**config.mk**
```make
export PLATFORM = sky130hd
export DESIGN_NAME = lm75a_i2c_target
export DESIGN_NICKNAME = d
export VERILOG_FILES = /design/src/rtl/lm75a_pkg.sv /design/src/rtl/lm75a_i2c_target_bus_cond.sv /design/src/rtl/lm75a_i2c_target.sv
export SDC_FILE = /design/constraint.sdc
export NUM_CORES = 1
export LEC_CHECK = 0
export CAP_MARGIN = 30
export CORE_ASPECT_RATIO = 0.5
export CORE_MARGIN = 5
export CORE_UTILIZATION = 30
export CTS_CLUSTER_DIAMETER = 50
export DETAILED_ROUTE_END_ITERATION = 10
export PLACE_DENSITY = 0.47
export SYNTH_ARGS = -nofsm -noshare
export SYNTH_HDL_FRONTEND = slang
export SYNTH_SLANG_ARGS = --single-unit
```
**constraint.sdc**
```tcl
create_clock -name clk -period 4.6 [get_ports clk]
set_clock_uncertainty 0.15 [all_clocks]
set_input_delay 0.46 -clock clk [delete_from_list [all_inputs] [get_ports clk]]
set_output_delay 0.46 -clock clk [all_outputs]
set_load 0.05 [all_outputs]
```
**src/rtl/lm75a_pkg.sv**
```systemverilog
// Shared types and constants for the LM75A target (and its initiator counterpart).
// Register reset values follow the LM75A datasheet power-on defaults.
package lm75a_pkg;

    localparam logic [6:0]  LM75A_ADDR = 7'h48;
    localparam logic [7:0]  CONF_RST   = 8'h00;
    localparam logic [15:0] THYST_RST  = 16'h4B00;
    localparam logic [15:0] TOS_RST    = 16'h5000;

    typedef enum logic [2:0] {
        ST_IDLE,
        ST_ADDR,
        ST_ADDR_ACK,
        ST_WR_BYTE,
        ST_WR_ACK,
        ST_RD_BYTE,
        ST_RD_ACK
    } state_t;

    typedef enum logic [1:0] {
        PTR_TEMP,
        PTR_CONF,
        PTR_THYST,
        PTR_TOS
    } ptr_t;

endpackage

```
**src/rtl/lm75a_i2c_target_bus_cond.sv**
```systemverilog
// i2c_bus_cond: SCL/SDA synchronizer with SCL edge and START/STOP detection.
// Events are single-clk strobes, SYNC_STAGES+1 clk after the pad change; no backpressure.
module i2c_bus_cond #(
    parameter int SYNC_STAGES = 2
) (
    input  logic clk,
    input  logic rst_n,
    input  logic i_scl,
    input  logic i_sda,
    output logic o_sda,
    output logic o_scl_rise,
    output logic o_scl_fall,
    output logic o_start,
    output logic o_stop
);

    logic [SYNC_STAGES-1:0] r_scl_sync;
    logic [SYNC_STAGES-1:0] r_sda_sync;
    logic                   r_scl_prev;
    logic                   r_sda_prev;
    logic                   w_scl;

    // Reset to the idle-bus level so releasing reset never fakes an edge on a quiet bus.
    always_ff @(posedge clk or negedge rst_n) begin
        if (!rst_n) begin
            r_scl_sync <= '1;
            r_sda_sync <= '1;
            r_scl_prev <= 1'b1;
            r_sda_prev <= 1'b1;
        end else begin
            r_scl_sync <= {r_scl_sync[SYNC_STAGES-2:0], i_scl};
            r_sda_sync <= {r_sda_sync[SYNC_STAGES-2:0], i_sda};
            r_scl_prev <= r_scl_sync[SYNC_STAGES-1];
            r_sda_prev <= r_sda_sync[SYNC_STAGES-1];
        end
    end

    assign w_scl      = r_scl_sync[SYNC_STAGES-1];
    assign o_sda      = r_sda_sync[SYNC_STAGES-1];
    assign o_scl_rise = w_scl & ~r_scl_prev;
    assign o_scl_fall = ~w_scl & r_scl_prev;
    assign o_start    = w_scl & r_scl_prev & r_sda_prev & ~o_sda;
    assign o_stop     = w_scl & r_scl_prev & ~r_sda_prev & o_sda;

endmodule

```
**src/rtl/lm75a_i2c_target.sv**
```systemverilog
// LM75A-compatible I2C target serving a snapshot of temp_in; pointer registers with LM75A_PTR_REGS_EN.
// Bit-level latency SYNC_STAGES+1 clk from pad; never stretches SCL.
module lm75a_i2c_target
    import lm75a_pkg::*;
#(
    parameter logic [6:0] DEV_ADDR    = LM75A_ADDR,
    parameter int         SYNC_STAGES = 2
) (
    input  logic        clk,
    input  logic        rst_n,
    input  logic        scl_in,
    input  logic        sda_in,
    output logic        sda_oe,
    input  logic [15:0] temp_in,
    output logic        busy,
    output logic        rd_done
);

    logic w_sda, w_scl_rise, w_scl_fall, w_start, w_stop;

    i2c_bus_cond #(.SYNC_STAGES(SYNC_STAGES)) u_bus_cond (
        .clk        (clk),
        .rst_n      (rst_n),
        .i_scl      (scl_in),
        .i_sda      (sda_in),
        .o_sda      (w_sda),
        .o_scl_rise (w_scl_rise),
        .o_scl_fall (w_scl_fall),
        .o_start    (w_start),
        .o_stop     (w_stop)
    );

    state_t      r_state;
    logic [3:0]  r_cnt;
    logic [7:0]  r_shift;
    logic [15:0] r_snap;
    logic        r_rw;
    logic        r_ack_drv;
    logic        r_byte_sel;
    logic [7:0]  w_byte_in;
    logic [7:0]  w_rd_byte;

`ifdef LM75A_PTR_REGS_EN
    ptr_t        r_ptr;
    logic [1:0]  r_wr_idx;
    logic [7:0]  r_conf;
    logic [15:0] r_thyst;
    logic [15:0] r_tos;
`endif

    assign w_byte_in = {r_shift[6:0], w_sda};

    // r_byte_sel: 0 selects the MSB of a 16-bit register, 1 the LSB.
    always_comb begin
        w_rd_byte = r_byte_sel ? r_snap[7:0] : r_snap[15:8];
`ifdef LM75A_PTR_REGS_EN
        case (r_ptr)
            PTR_CONF:  w_rd_byte = r_conf;
            PTR_THYST: w_rd_byte = r_byte_sel ? r_thyst[7:0] : r_thyst[15:8];
            PTR_TOS:   w_rd_byte = r_byte_sel ? r_tos[7:0]   : r_tos[15:8];
            default:   ;
        endcase
`endif
    end

    always_ff @(posedge clk or negedge rst_n) begin
        if (!rst_n) begin
            r_state    <= ST_IDLE;
            r_cnt      <= 4'd0;
            r_shift    <= 8'h00;
            r_snap     <= 16'h0000;
            r_rw       <= 1'b0;
            r_ack_drv  <= 1'b0;
            r_byte_sel <= 1'b0;
            sda_oe     <= 1'b0;
            busy       <= 1'b0;
            rd_done    <= 1'b0;
`ifdef LM75A_PTR_REGS_EN
            r_ptr      <= PTR_TEMP;
            r_wr_idx   <= 2'd0;
            r_conf     <= CONF_RST;
            r_thyst    <= THYST_RST;
            r_tos      <= TOS_RST;
`endif
        end else begin
            rd_done <= 1'b0;
            if (w_start) begin
                r_state <= ST_ADDR;
                r_cnt   <= 4'd0;
                sda_oe  <= 1'b0;
            end else if (w_stop) begin
                r_state <= ST_IDLE;
                sda_oe  <= 1'b0;
                busy    <= 1'b0;
            end else begin
                case (r_state)
                    ST_IDLE: ;
                    ST_ADDR: if (w_scl_rise) begin
                        r_shift <= w_byte_in;
                        r_cnt   <= r_cnt + 4'd1;
                        if (r_cnt == 4'd7) begin
                            if (w_byte_in[7:1] == DEV_ADDR) begin
                                r_state    <= ST_ADDR_ACK;
                                r_rw       <= w_byte_in[0];
                                r_ack_drv  <= 1'b0;
                                r_byte_sel <= 1'b0;
                                busy       <= 1'b1;
                                if (w_byte_in[0]) r_snap <= temp_in;
                            end else begin
                                r_state <= ST_IDLE;
                                busy    <= 1'b0;
                            end
                        end
                    end
                    // First fall drives the ACK; the second ends it and, for a read, presents bit 7.
                    ST_ADDR_ACK: if (w_scl_fall) begin
                        if (!r_ack_drv) begin
                            sda_oe    <= 1'b1;
                            r_ack_drv <= 1'b1;
                        end else if (r_rw) begin
                            sda_oe     <= ~w_rd_byte[7];
                            r_shift    <= {w_rd_byte[6:0], 1'b0};
                            r_cnt      <= 4'd1;
                            r_byte_sel <= 1'b1;
                            r_state    <= ST_RD_BYTE;
                        end else begin
                            sda_oe  <= 1'b0;
                            r_cnt   <= 4'd0;
                            r_state <= ST_WR_BYTE;
`ifdef LM75A_PTR_REGS_EN
                            r_wr_idx <= 2'd0;
`endif
                        end
                    end
                    ST_WR_BYTE: if (w_scl_rise) begin
                        r_shift <= w_byte_in;
                        r_cnt   <= r_cnt + 4'd1;
                        if (r_cnt == 4'd7) begin
                            r_state   <= ST_WR_ACK;
                            r_ack_drv <= 1'b0;
`ifdef LM75A_PTR_REGS_EN
                            if (r_wr_idx != 2'd3) r_wr_idx <= r_wr_idx + 2'd1;
                            case (r_wr_idx)
                                2'd0: r_ptr <= ptr_t'(w_byte_in[1:0]);
                                2'd1: case (r_ptr)
                                    PTR_CONF:  r_conf        <= w_byte_in;
                                    PTR_THYST: r_thyst[15:8] <= w_byte_in;
                                    PTR_TOS:   r_tos[15:8]   <= w_byte_in;
                                    default:   ;
                                endcase
                                2'd2: case (r_ptr)
                                    PTR_THYST: r_thyst[7:0] <= w_byte_in;
                                    PTR_TOS:   r_tos[7:0]   <= w_byte_in;
                                    default:   ;
                                endcase
                                default: ;
                            endcase
`endif
                        end
                    end
                    ST_WR_ACK: if (w_scl_fall) begin
                        if (!r_ack_drv) begin
                            sda_oe    <= 1'b1;
                            r_ack_drv <= 1'b1;
                        end else begin
                            sda_oe  <= 1'b0;
                            r_cnt   <= 4'd0;
                            r_state <= ST_WR_BYTE;
                        end
                    end
                    ST_RD_BYTE: if (w_scl_fall) begin
                        if (r_cnt == 4'd8) begin
                            sda_oe  <= 1'b0;
                            r_cnt   <= 4'd0;
                            r_state <= ST_RD_ACK;
                        end else begin
                            sda_oe  <= ~r_shift[7];
                            r_shift <= {r_shift[6:0], 1'b0};
                            r_cnt   <= r_cnt + 4'd1;
                        end
                    end
                    ST_RD_ACK: if (w_scl_rise) begin
                        if (w_sda) begin
                            rd_done <= 1'b1;
                            busy    <= 1'b0;
                            r_state <= ST_IDLE;
                        end else begin
                            r_shift    <= w_rd_byte;
                            r_byte_sel <= ~r_byte_sel;
                            r_cnt      <= 4'd0;
                            r_state    <= ST_RD_BYTE;
                        end
                    end
                    default: r_state <= ST_IDLE;
                endcase
            end
        end
    end

endmodule

```
# Word-level counts from Yosys, hierarchy flattened

Cells that the tools add are included.

RAM bits: 0
Latch bits: 0
Memories: 0
Bits in read-only memories: 0
Word-level logic and storage cells: 172
Input bits: 20
Register bits after elaboration: 43

Divide/modulo/power cells: 0
Order comparisons: 0
Shift operators: 0
Bitwise logic cells: 16
Add/subtract/negate cells: 1
$mul: 0
Reductions and logical operators: 18
Mux-type cells: 75
Eq/ne operators: 48

Operators by type and width:

| cell                                                             | count |
|---|---|
| 8-bit two-way mux                                                | 9 |
| 3-bit two-way mux                                                | 15 |
| 4-bit two-way mux                                                | 11 |
| 1-bit two-way mux                                                | 32 |
| 8-bit case mux with 4 select lines                               | 1 |
| 3-bit by 1-bit != test with 1-bit output (second input constant) | 9 |
| 4-bit by 1-bit != test with 1-bit output (second input constant) | 6 |
| 11-bit AND reduction                                             | 2 |
| 3-bit case mux with 7 select lines                               | 1 |
| 4-bit by 2-bit != test with 1-bit output (second input constant) | 5 |
| 4-bit case mux with 5 select lines                               | 1 |
| 2-bit by 1-bit != test with 1-bit output (second input constant) | 8 |
| 2-bit != test (second input constant)                            | 7 |
| 3-bit by 2-bit != test with 1-bit output (second input constant) | 4 |
| 12-bit AND reduction                                             | 1 |
| 6-bit AND reduction                                              | 2 |
| 10-bit AND reduction                                             | 1 |
| 3-bit == test (second input constant)                            | 3 |
| 1-bit inverter                                                   | 9 |
| 1-bit case mux with 3 select lines                               | 3 |
| 9-bit AND reduction                                              | 1 |
| 3-bit nonzero test                                               | 3 |
| 1-bit AND                                                        | 7 |
| 7-bit == test (second input constant)                            | 1 |
| other kinds (14)                                                 | 16 |

# Depth between registers and ports, before layout

Gate-level depths: netlist of the first run.

Word-level depth: 8
Mapped depth: 7

# Hierarchy

Synthesis of the first run repeated with hierarchy kept, for this count alone.

Cells, all modules: 231
Area, all modules: 2434.8 µm²

Modules (own cells, without submodules):

| module           | cells each | sequential area each (µm²) | instances | area each (µm²) |
|---|---|---|---|---|
| lm75a_i2c_target | 221        | 925.9                      | 1         | 2244.7 |
| i2c_bus_cond     | 10         | 157.7                      | 1         | 190.2 |

# Worst setup path after synthesis of the first run

OpenSTA, ideal clock, no wires.

Path kind: register -> register
Start point: register r_cnt[0]
End point: register r_shift[0]
Path buffers: 0
Clock period less this slack: 1.987 ns
Arrival time: 1.712 ns
Cell stages (with the launch flop): 7
Path slack: 2.613 ns
Data required time: 4.325 ns
Cells stage by stage: dfrtp_1 > inv_1 > ha_1 > and3b_1 > o311ai_1 > o2111ai_4 > mux2_2

Cells in the longest elaborated chain, start to end: 3

Ends and longest elaborated chain:

| item                                  | line                    | text |
|---|---|---|
| start: declaration                    | lm75a_i2c_target.sv:34  | `logic [3:0] r_cnt;` |
| start signal: assignment              | lm75a_i2c_target.sv:100 | `r_cnt <= r_cnt + 4'd1;` |
| start signal: assignment              | lm75a_i2c_target.sv:137 | `r_cnt <= r_cnt + 4'd1;` |
| start signal: assignment              | lm75a_i2c_target.sv:179 | `r_cnt <= r_cnt + 4'd1;` |
| 4-bit == test                         | lm75a_i2c_target.sv:172 | `if (r_cnt == 4'd8) begin` |
| 2-bit != test (no source line)        | -                       |  |
| 11-bit AND reduction (no source line) | -                       |  |
| end signal: assignment                | lm75a_i2c_target.sv:136 | `r_shift <= w_byte_in;` |
| end signal: assignment                | lm75a_i2c_target.sv:178 | `r_shift <= {r_shift[6:0], 1'b0};` |
| end signal: assignment                | lm75a_i2c_target.sv:188 | `r_shift <= w_rd_byte;` |
| end: declaration                      | lm75a_i2c_target.sv:35  | `logic [7:0] r_shift;` |

Every way passes these cells.
A chain may end at the register's enable or synchronous reset.

# Final worst setup path of the first run

Start point: register r_state[0]
End point: register r_shift[6]

Cells in the longest elaborated chain, start to end: 4
Elaborated cells between the ends (all ways): 17

Ends and longest elaborated chain:

| item                                                                                                 | line                    | text |
|---|---|---|
| start: declaration                                                                                   | lm75a_i2c_target.sv:33  | `state_t r_state;` |
| start signal: assignment                                                                             | lm75a_i2c_target.sv:68  | `r_state <= ST_IDLE;` |
| start signal: assignment                                                                             | lm75a_i2c_target.sv:88  | `r_state <= ST_ADDR;` |
| start signal: assignment                                                                             | lm75a_i2c_target.sv:92  | `r_state <= ST_IDLE;` |
| 3-bit by 2-bit == test with 1-bit output or 3-bit by 1-bit == test with 1-bit output (tied branches) | lm75a_i2c_target.sv:96  | `case (r_state)` |
| 2-bit OR reduction (no source line)                                                                  | -                       |  |
| 2-bit by 1-bit != test with 1-bit output (no source line) or 4-bit nonzero test (tied branches)      | -                       |  |
| 11-bit AND reduction (no source line)                                                                | -                       |  |
| end signal: assignment                                                                               | lm75a_i2c_target.sv:99  | `r_shift <= w_byte_in;` |
| end signal: assignment                                                                               | lm75a_i2c_target.sv:122 | `r_shift <= {w_rd_byte[6:0], 1'b0};` |
| end signal: assignment                                                                               | lm75a_i2c_target.sv:136 |  |

Several ways; a longest one is shown, not always the timed one.

==> results of run 1 <==
repair_timing:
action                                 CTS  global route
hold buffers                             0             1
endpoints found under the hold margin    0             8
gates resized for setup                  0             0
buffers inserted                         0             0
setup endpoints to repair                0             0
routing by layer:
metal	global-route usage	wire length (um)	part of all wire	vias up
met5	0	0	0	-
met4	0.0365	49	0.0091	0
met3	0.0185	161	0.030	8
met2	0.190	2560	0.48	32
met1	0.156	2610	0.49	917
li1	-	-	-	896
stage by stage:
| step | utilization | instances |
|---|---|---|
| global placement | 0.340 | 356 |
| finish | 0.364 | 366 |
| CTS | 0.360 | 364 |
| detailed placement | 0.340 | 356 |
| floorplan | - | 235 |
| global route | 0.364 | 366 |
power breakdown:
part | leakage, nW | internal (mW) | switching, mW
Combinational | 0.534 | 0.140 | 0.128
Sequential | 0.521 | 0.438 | 0.0682
Clock | 0.0731 | 0.217 | 0.154
Total | 1.13 | 0.795 | 0.351
cell type report:
class	count	area share
clock buffer	6	0.0481
clock inverter	2	0.00563
inverter	7	0.00909
multi-input combinational	172	0.429
sequential	43	0.375
tap	112	0.0485
timing repair buffer	24	0.0849
final timing paths:
kind,start,endpoint,depth (start not counted)
max,r_state[0],r_shift[6],5
min,u_bus_cond.r_sda_sync[0],u_bus_cond.r_sda_sync[1],0
max reg2reg,r_state[0],r_shift[6],5
min reg2reg,u_bus_cond.r_sda_sync[0],u_bus_cond.r_sda_sync[1],0
max in group asynchronous,rst_n,u_bus_cond.r_sda_prev,3
min in group asynchronous,rst_n,r_snap[9],2
synthesized netlist by cell type (3+ instances only):
library cell | count | area [sq um]
dfrtp_1 | 37 | 926
o21ai_0 | 21 | 105
nand2_1 | 26 | 97.6
o211ai_1 | 4 | 30.0
mux2i_1 | 9 | 90.1
mux2_2 | 26 | 293
a21oi_1 | 8 | 40.0
nand4_1 | 4 | 25.0
clkbuf_1 | 3 | 11.3
a31oi_1 | 3 | 18.8
dfstp_2 | 6 | 158
nand3b_1 | 4 | 30.0
nand3_1 | 13 | 65.1
buf_2 | 5 | 25.0
nor2_1 | 9 | 33.8
inv_1 | 6 | 22.5
nor2b_1 | 4 | 25.0
cells in the final DEF (no fill, tap or decap), types with 2 or more instances in the layout:
master            n
clkdlybuf4s50_1  21
nand2_1          26
xor2_1            2
nor2b_1           4
clkbuf_16         5
dfrtp_1          37
o22ai_1           2
nor2_1            9
mux2_2           26
a21oi_1           8
nand3_1          13
nand4b_1          2
ha_1              2
nand3b_1          4
and3b_1           2
inv_1             6
a31oi_1           3
a311o_1           2
o31a_1            2
nand4_1           4
nand2b_1          2
o21ai_0          21
mux2i_1           9
o211ai_1          4
dfstp_2           6
o2bb2ai_1         2
state kept, by name, indices dropped and copies added (netlist names), 2 cells and up:
| signal | count |
|---|---|
| r_snap | 16 |
| r_shift | 8 |
| r_cnt | 4 |
| r_state | 3 |
| u_bus_cond.r_scl_sync | 2 |
| u_bus_cond.r_sda_sync | 2 |
cell families (layout without fill, tap and decap cells):
family / Yosys count / count (layout) / share of synthesized area
mux: 35 / 35 / 0.158
fa+ha+maj: 2 / 2 / 0.0103
xor+xnor: 2 / 2 / 0.00722
flops: 43 / 43 / 0.446
compound gates: 56 / 56 / 0.164
simple gates: 77 / 77 / 0.171
buf+inv: 20 / 39 / 0.0433
==> impl_metrics.tcl, run 1 <==
set metrics [dict create \
    tns_ns 0 \
    grt_use_total 0.115 \
    synth_warnings 0 \
    core_area_sq_um 7940 \
    hpwl_mm 3.82 \
    drc 0 \
    placed_area_sq_um 2700 \
    dr.pass1.iters 4 \
    period_share 0.568 \
    hold_ws_ns 0.208 \
    maxSlewViolCount 0 \
    p_total_mw 1.15 \
    final_antenna_net_count 0 \
    worst_pin_slew_ns 0.734 \
    n_fill_cell 807 \
    run_status "finished clean" \
    synth_area_per_cell_sq_um 10.3 \
    grt_first_pass_wirelength_mm 9.13 \
    critPathLaunchType "flip-flop" \
    rrSetupSlack_ns 1.99 \
    ys_types 53 \
    cp_cell_sequence "clkinv_1 > o22ai_1 > o2bb2ai_2 > o2111ai_4 > mux2_2" \
    syn_area_sq_um 2430 \
    wire_per_inst_um 14.7 \
    clk_latency_ns 0.29 \
    die_x_um 137 \
    multi_input_area_sq_um 1240 \
    final_layout_size_suffix_gt1_frac 0.197 \
    antenna_found_initial 0 \
    die_y_um 73.6 \
    io_buffers 22 \
    power_per_cell_area_nw_per_um2 397 \
    path_clk_slew_ns 0.06 \
    regArea_sq_um 1080 \
    final_nets 275 \
    required_ns 4.62 \
    peakVddDrop_v 0.000177 \
    vias 1853 \
    tritoncts "yes" \
    wl_mm 5.38 \
    viasPerCell 5.06 \
    synthCells 235 \
    synth_edf_count 0 \
    grt_pass1_vias 1843 \
    crit_family "flip-flops" \
    crit_type "reg2reg" \
    worst_slack_ns 1.99 \
    final-setup-viol-count 0 \
    io_pins 23 \
    routabilityCongestion 0.788 \
    dp_slack_ns 1.98 \
    fmaxAchievable_mhz 383 \
    slowest_delay_ns 0.76 \
    numClockSinks 43 \
    hold_viol_final 0 \
    relSlewSlack 0.511 \
    die-area_sq_um 10100 \
    ys_async_sr_fraction 1.00 \
    postSynthRegisterBits 43 \
    drt-initial-drc-count 93 \
    cts_root_buffer "clkbuf_16" \
    cts_made_buffers 5 \
    cap_violations 0 \
    grt_max_degree 44 \
    cp.arrival_ns 2.63 \
    hold_path_class "reg2reg" \
    rows 23 \
    critPathMaxFanout 21 \
    diodes 0 \
    rsz0062_at_grt "no" \
    synthFlopType "dfrtp_1" \
    start_util 0.306 \
    stdcell_area_sq_um 2890 \
    syn_nets 257 \
    clk_path_buf_depth 2 \
    synth-seq-area-share 0.446 \
    syn_to_final_growth_pct 19.0 \
    final.min_clock_period_ns 2.61 \
    path_buf_inv 1 \
    cp-end-kind "flip-flop" \
    h-tree-depth 2 \
    crit_slowest_cell "dfrtp_1" \
    p_leak_nw 1.13 \
    grt-ovfl-total 0 \
]
No activity file was read; power rests on OpenSTA's default activity.
==> run 2, diff against run 1 <==
==> constraint.sdc (replaced) <==
create_clock -name clk -period 2.6 [get_ports clk]
set_clock_uncertainty 0.15 [all_clocks]
set_input_delay 0.26 -clock clk [delete_from_list [all_inputs] [get_ports clk]]
set_output_delay 0.26 -clock clk [all_outputs]
set_load 0.05 [all_outputs]
==> impl_metrics.tcl, run 2 (synthesis gave the netlist of run 1 again) <==
set metrics [dict create \
    power_per_cell_area_nw_per_um2 700 \
    wl_mm 5.49 \
    diodes 0 \
    start_util 0.306 \
    core_area_sq_um 7940 \
    rsz0062_at_grt "no" \
    final_common_cell "dfrtp_1" \
    p_total_mw 2.03 \
    mostFrequentLayoutCells "dfrtp_1 (37), nand2_1 (26), mux2_2 (26)" \
    path_clk_slew_ns 0.07 \
    regArea_sq_um 1080 \
    p_leak_nw 1.14 \
    cp.arrival_ns 2.26 \
    grt_use_total 0.120 \
    viasPerCell 5.00 \
    hold_path_class "reg2reg" \
    slowest_delay_ns 0.40 \
    grt_pass1_vias 1914 \
    hold_viol_final 0 \
    path_buf_inv 1 \
    dr.pass1.iters 4 \
    drt-initial-drc-count 113 \
    antenna_found_initial 0 \
    largest_reg_flops 16 \
    routabilityCongestion 0.826 \
    run_status "finished clean" \
    final_antenna_net_count 0 \
    cts_resized 0 \
    cp-end-kind "flip-flop" \
    syn_to_final_growth_pct 19.7 \
    final-setup-viol-count 0 \
    maxSlewViolCount 0 \
    peakVddDrop_v 0.000313 \
    crit_family "compound AO/OA/AOI/OAI gates" \
    die-area_sq_um 10100 \
    drc 0 \
    worst_pin_slew_ns 0.538 \
    hold_ws_ns 0.205 \
    multi_input_area_sq_um 1240 \
    stdcell_area_sq_um 2910 \
    relSlewSlack 0.642 \
    worst_slack_ns 0.363 \
    cap_violations 0 \
    crit_type "reg2reg" \
    grt_max_degree 44 \
    final_layout_size_suffix_gt1_frac 0.206 \
    die_x_um 137 \
    final.min_clock_period_ns 2.24 \
    rows 23 \
    critPathMaxFanout 8 \
    cts_root_buffer "clkbuf_16" \
    required_ns 2.63 \
    grt_first_pass_wirelength_mm 9.52 \
    dp_slack_ns 0.406 \
    h-tree-depth 2 \
    period_share 0.860 \
    crit_slowest_cell "o311ai_1" \
    die_y_um 73.6 \
    clk_latency_ns 0.29 \
    top_regs "r_snap x16, r_shift x8, r_cnt x4" \
    n_fill_cell 835 \
    critPathLaunchType "flip-flop" \
    cp_cell_sequence "inv_1 > ha_1 > and3b_1 > o311ai_1 > o2111ai_4 > mux2_2" \
    post_cts_buffers 0 \
    clk_path_buf_depth 2 \
    wire_per_inst_um 14.9 \
    top_register "r_snap" \
    io_pins 23 \
    final_nets 278 \
    tritoncts "yes" \
    numClockSinks 43 \
    cts_made_buffers 5 \
    ctsHoldBuffers 0 \
    fmaxAchievable_mhz 447 \
    vias 1846 \
    io_buffers 22 \
    placed_area_sq_um 2730 \
    tns_ns 0 \
    hpwl_mm 3.89 \
    grt-ovfl-total 0 \
]
-- run 2: cell count changes in the layout (fill, tap and decap cells not counted), sizes merged --
cell      change
clkinv        -1
inv           +1
clkinvlp      +1
buf           +3
clkbuf        -1
-- run 2: metal layers --
layer,part of all wire,vias to the layer above,GRT usage,wire length [um]
met1,0.48,904,0.162,2630
met3,0.032,5,0.0205,173
met2,0.48,35,0.198,2620
li1,-,902,-,-
met4,0.012,0,0.0398,64
met5,0,-,0,0
-- run 2: worst paths after layout --
check | from | to | slack, ns | depth (start not counted)
setup / recovery | r_cnt[0] | r_shift[2] | 0.36 | 6
hold / removal | u_bus_cond.r_sda_sync[0] | u_bus_cond.r_sda_sync[1] | 0.21 | 0
setup reg to reg | r_cnt[0] | r_shift[2] | 0.36 | 6
hold reg to reg | u_bus_cond.r_sda_sync[0] | u_bus_cond.r_sda_sync[1] | 0.21 | 0
max in group asynchronous | rst_n | u_bus_cond.r_scl_sync[0] | 1.54 | 3
min in group asynchronous | rst_n | r_snap[9] | 0.23 | 2
-- run 2: final cells by class --
cell class	count	area share
clock buffers	5	0.0431
clock inverters	3	0.00818
inverters	7	0.00904
multi-input cells	172	0.426
flip-flops and latches	43	0.373
well taps	112	0.0482
repair buffers	27	0.0922
-- run 2: report_power, final --
part	internal [mW]	switching, mW
logic	0.264	0.261
registers	0.775	0.0957
clock network	0.359	0.280
-- run 2: through the flow --
stage	instances	util
after CTS	367	0.362
after detailed placement	359	0.343
after global routing	369	0.366
after floorplan	235	-
final	369	0.366
after global placement	359	0.343
